### src/rtl/ram_stream_reader.sv
// Streams len consecutive words out of a 1-cycle-latency synchronous RAM onto a
// valid/ready interface, buffering enough reads in flight to sustain one word per cycle.
module ram_stream_reader #(
    parameter int DATA_WIDTH = 8,
    parameter int ADDR_WIDTH = 10,
    parameter int BUF_DEPTH  = 4
) (
    input  logic                  clk,
    input  logic                  reset,
    input  logic                  start,
    input  logic [ADDR_WIDTH-1:0] base_addr,
    input  logic [ADDR_WIDTH:0]   len,
    output logic                  busy,
    output logic                  done_tick,
    output logic [ADDR_WIDTH-1:0] r_addr,
    input  logic [DATA_WIDTH-1:0] ram_q,
    output logic [DATA_WIDTH-1:0] m_data,
    output logic                  m_valid,
    input  logic                  m_ready
);

    localparam int PTR_W = $clog2(BUF_DEPTH);
    localparam logic [ADDR_WIDTH-1:0] ADDR_INC  = ADDR_WIDTH'(1);
    localparam logic [ADDR_WIDTH:0]   CNT_ONE   = (ADDR_WIDTH + 1)'(1);
    localparam logic [ADDR_WIDTH:0]   CNT_ZERO  = '0;
    localparam logic [PTR_W:0]        BUF_FULL  = (PTR_W + 1)'(BUF_DEPTH);
    localparam logic [PTR_W:0]        COUNT_ONE = (PTR_W + 1)'(1);
    localparam logic [PTR_W+1:0]      OCC_LIMIT = (PTR_W + 2)'(BUF_DEPTH);
    localparam logic [PTR_W-1:0]      PTR_ONE   = PTR_W'(1);

    typedef enum logic [1:0] {IDLE, RUN, DRAIN, DONE} state_t;

    state_t                state, state_nx;
    logic [ADDR_WIDTH-1:0] addr_reg;
    logic [ADDR_WIDTH:0]   remaining;
    logic [ADDR_WIDTH:0]   issued_left;
    logic                  accept;
    logic                  issue;
    logic                  push;
    logic                  pop;

    logic                  vld_p0;
    logic                  vld_p1;
    logic [DATA_WIDTH-1:0] q_p1;

    logic [DATA_WIDTH-1:0] buf_mem [BUF_DEPTH];
    logic [PTR_W-1:0]      wr_ptr;
    logic [PTR_W-1:0]      rd_ptr;
    logic [PTR_W:0]        buf_count;
    logic [PTR_W+1:0]      occupancy;

    // Buffered words plus reads still travelling through the RAM and capture stage.
    assign occupancy = {1'b0, buf_count}
                     + {{(PTR_W + 1){1'b0}}, vld_p0}
                     + {{(PTR_W + 1){1'b0}}, vld_p1};

    assign issue     = (state == RUN) && (issued_left != CNT_ZERO) && (occupancy < OCC_LIMIT);
    assign push      = vld_p1;
    assign m_valid   = (buf_count != '0);
    assign pop       = m_valid && m_ready;
    assign m_data    = m_valid ? buf_mem[rd_ptr] : '0;
    assign r_addr    = addr_reg;
    assign busy      = (state != IDLE);
    assign done_tick = (state == DONE);

    always_comb begin
        state_nx = state;
        accept   = 1'b0;
        case (state)
            IDLE: begin
                if (start) begin
                    accept   = 1'b1;
                    state_nx = (len == CNT_ZERO) ? DONE : RUN;
                end
            end
            RUN: begin
                if ((issue && issued_left == CNT_ONE) || issued_left == CNT_ZERO) begin
                    state_nx = DRAIN;
                end
            end
            DRAIN: begin
                if (pop && remaining == CNT_ONE) begin
                    state_nx = DONE;
                end
            end
            DONE: begin
                state_nx = IDLE;
            end
            default: begin
                state_nx = IDLE;
            end
        endcase
    end

    always_ff @(posedge clk) begin
        if (reset) begin
            state       <= IDLE;
            addr_reg    <= '0;
            remaining   <= '0;
            issued_left <= '0;
            vld_p0      <= 1'b0;
            vld_p1      <= 1'b0;
            wr_ptr      <= '0;
            rd_ptr      <= '0;
            buf_count   <= '0;
        end else begin
            state <= state_nx;
            if (accept) begin
                addr_reg    <= base_addr;
                remaining   <= len;
                issued_left <= len;
            end else begin
                if (issue) begin
                    addr_reg    <= addr_reg + ADDR_INC;
                    issued_left <= issued_left - CNT_ONE;
                end
                if (pop) begin
                    remaining <= remaining - CNT_ONE;
                end
            end
            // p0: RAM is presenting the word addressed last cycle; p1: word captured locally.
            vld_p0 <= issue;
            vld_p1 <= vld_p0;
            if (push) begin
                wr_ptr <= wr_ptr + PTR_ONE;
            end
            if (pop) begin
                rd_ptr <= rd_ptr + PTR_ONE;
            end
            case ({push, pop})
                2'b10:   buf_count <= buf_count + COUNT_ONE;
                2'b01:   buf_count <= buf_count - COUNT_ONE;
                default: buf_count <= buf_count;
            endcase
        end
    end

    always_ff @(posedge clk) begin
        q_p1 <= ram_q;
        if (push) begin
            buf_mem[wr_ptr] <= q_p1;
        end
    end

    always_ff @(posedge clk) begin
        if (!reset && push && !pop) begin
            assert (buf_count < BUF_FULL);
        end
    end

endmodule

### config.mk
export PLATFORM = sky130hd
export DESIGN_NAME = ram_stream_reader
export DESIGN_NICKNAME = d
export VERILOG_FILES = /design/src/rtl/ram_stream_reader.sv
export SDC_FILE = /design/constraint.sdc
export NUM_CORES = 1
export LEC_CHECK = 0
export ABC_AREA = 1
export CAP_MARGIN = 10
export CORE_ASPECT_RATIO = 1.75
export CORE_MARGIN = 4
export CORE_UTILIZATION = 45
export CTS_BUF_LIST = sky130_fd_sc_hd__clkbuf_4 sky130_fd_sc_hd__clkbuf_8
export DETAILED_ROUTE_END_ITERATION = 6
export PLACE_DENSITY_LB_ADDON = 0.08
export SYNTH_ARGS = -nofsm -noshare
export SYNTH_HDL_FRONTEND = slang
export SYNTH_SLANG_ARGS = --single-unit
### constraint.sdc
create_clock -name clk -period 3.1 [get_ports clk]
set_input_delay 0.465 -clock clk [delete_from_list [all_inputs] [get_ports clk]]
set_output_delay 0.465 -clock clk [all_outputs]
set_load 0.005 [all_outputs]
==> impl_metrics.ini <==
[synthesis]
synth.distinct_cells = 35
ys_top_cells_by_area = dfxtp_1 (24%), edfxtp_1 (22%), nand2_1 (9.7%)
synth-seq-area-share_pct = 46.4
synth_flop_cell = dfxtp_1
syn_inst = 562
syn_area_um2 = 4360
synth_edf_count = 32
syn_area_per_cell_um2 = 7.75
yosysTopAreaCell = dfxtp_1
ys_seq_elements = 85
synth.top_cell.area_share_pct = 24.3
synthTopCellsByCount = nand2_1 (113), nor2_1 (106), inv_1 (63), dfxtp_1 (53), o21ai_0 (47)
ys_warn_count = 0
yosysMostFrequentCell = nand2_1
synthArstFlopShare_pct = 0
synthesis.nets = 613

[run]
maxCapViolCount = 0

[status]
status = complete, no violations

[cts]
clkTransAtPathRegs_ns = 0.09
cts_resized = 0
cts_buffer_depth = 2
cts_inserted_buffers = 9
cts_num_sinks = 85
clk_latency_ns = 0.35
ctsHtreeMaxLevel = 3
cts_tree = built
cts_root_buffer = clkbuf_8
cts_setup_buffers = 0
cts_hold_buf = 0

[min_path]
holdCritPathClass = flop to flop
min-delay-start = vld_p0

[sta]
max_slew_margin_pct = 51.8
post-route-period-util_pct = 82.1
max_freq_mhz = 393
tns_ns = 0
rsz0062_at_grt = false
finalHoldViolations = 0
drv_slew = 0
finalSetupViolCount = 0
fin_hold_ws_ns = 0.427
worst_pin_slew_ns = 0.723
fin_crit_ns = 2.54
clock_skew_ns = 0.0151

[cells_and_area]
layout-drive-gt1-share_pct = 7.59
seq_area_um2 = 2020
n_antenna_cell = 0
areaGrowthSynthToFinish_pct = 18.2
final_area_um2 = 5150
final_net_count = 665
multi_input_area_um2 = 2010
fillers = 916
instances_no_fill = 741

[drt]
dr.pass1.iters = 4
wire_per_inst_um = 13.7
vias = 3671
drt-vias-per-instance = 4.95
drcViolationCount = 0
drt_wl_total_um = 10100
drt-initial-drc-count = 165
ant_nets = 0

[pwr]
power.total_mw = 4.48
power_per_cell_area_nw_per_um2 = 869
p_clk_share_pct = 15.3
vdd_drop_max_v = 0.000460
p_leak_nw = 2.19
switching_share_pct = 43.5
comb_power_share_pct = 49.2
p_sw_mw = 1.95
seqPwrFrac_pct = 35.5
p_int_mw = 2.53

[global_route]
grt_pass1_wl_um = 16100
grt_max_degree = 26
antenna_found_initial = 0
grtUsageTotal_pct = 18.4
grt_overflow_total = 0
met1_usage_pct = 19.3
use_met3_pct = 3.78
first_global_vias = 3424
busiest_layer = met2
met2_usage_pct = 33.5

[floorplanning]
fp.dieArea_um2 = 11400
die_h_um = 138
ios = 54
core_um2 = 9470
die_w_um = 82.4
initial_core_util_pct = 46.0
std_cell_rows = 47

[setup_path]
r2r_slack_ns = 0.86
timing.rr.end = remaining[7]
start_kind = flop
r2r_cells = 9
worst_r2r_startpoint = state[0]
cp-endpoint = m_data[2]
endpoint_kind = output pin
critical_path_class = flop to output pin
critPathMaxFanout = 9
cp.required_ns = 2.63
cp.arrival_ns = 2.08

[placement]
dp_hpwl_um = 7710
routabilityCongestion = 0.947
place_inst = 725
place_area_um2 = 4980
portBuffers = 53
placed cells by master, fill, tap and decap left out, types with 4 or more instances in the layout:
cell type and n:
dfxtp_1 53, xor2_1 5, inv_1 63, a31oi_1 5, o21ai_0 47, edfxtp_1 32
nor3_1 4, or2_2 5, a21oi_2 4, nand3_1 27, nand4_1 6, clkdlybuf4s50_1 53
o21ai_2 4, a21oi_1 30, clkbuf_8 9, nor2_4 5, ha_1 17, nor2_1 106
nand2_1 113
layout make-up:
class                      count  area share (%)
sequential                    85            39.2
multi-input combinational    396            38.9
inverter                      66            4.83
tap                          122            2.96
clock buffer                  10            2.55
timing repair buffer          56            10.7
clock inverter                 6           0.753
worst min path at each step:
stage	endpoint	slack [ns]	cells past startpoint
2_1_floorplan	push	0.40	2
3_5_place_dp	push	0.41	2
3_3_place_gp	push	0.41	2
6_report	push	0.43	2
4_1_cts	push	0.43	2
5_1_grt	push	0.47	2
worst max-delay path: stages (launching register included):
cell	delay [ns]
dfxtp_1	0.56
inv_1	0.26
nor2_1	0.16
o21ai_0	0.09
a21oi_1	0.14
clkdlybuf4s50_1	0.51
power by group through the flow:
stage                     sequential (mW)  clock (mW)  combinational, mW
after detailed placement             1.61           0               2.20
after global routing                 1.63       0.762               2.50
after CTS                            1.59       0.718               2.21
final                                1.59       0.686               2.20
after global placement               1.61           0               2.17
after floorplan                      1.56           0               1.63
layer usage:
| layer | vias up | share of wire, % |
|---|---|---|
| met4 | 0 | 2.7 |
| met3 | 25 | 3.8 |
| li1 | 1916 | - |
| met1 | 1645 | 38 |
| met5 | - | 0 |
| met2 | 85 | 55 |
logic make-up after synthesis:
kind of cell               Yosys count  share of synthesized area, %
buffers and inverters               81                          7.58
DFF                                 85                          46.4
xor gates and xnor gates             8                          1.61
AOI/OAI and AO/OA                   96                          12.0
adders and majority gates           18                          5.34
and+or+nand+nor                    274                          27.0
flip-flops by register name (all words and copies together) (netlist names), 2 cells and up, named ones only:
register / flops
buf_mem: 32
issued_left: 11
remaining: 11
r_addr: 10
q_p1: 8
buf_count: 3
rd_ptr: 2
state: 2
wr_ptr: 2
stage by stage:
stage	utilization [%]	worst slack (ns)
6_report	54.4	0.556
5_1_grt	54.4	0.443
4_1_cts	54.4	0.521
3_5_place_dp	52.6	0.658
3_3_place_gp	52.6	0.704
2_1_floorplan	-	1.27
No activity file was read; power rests on OpenSTA's default activity.
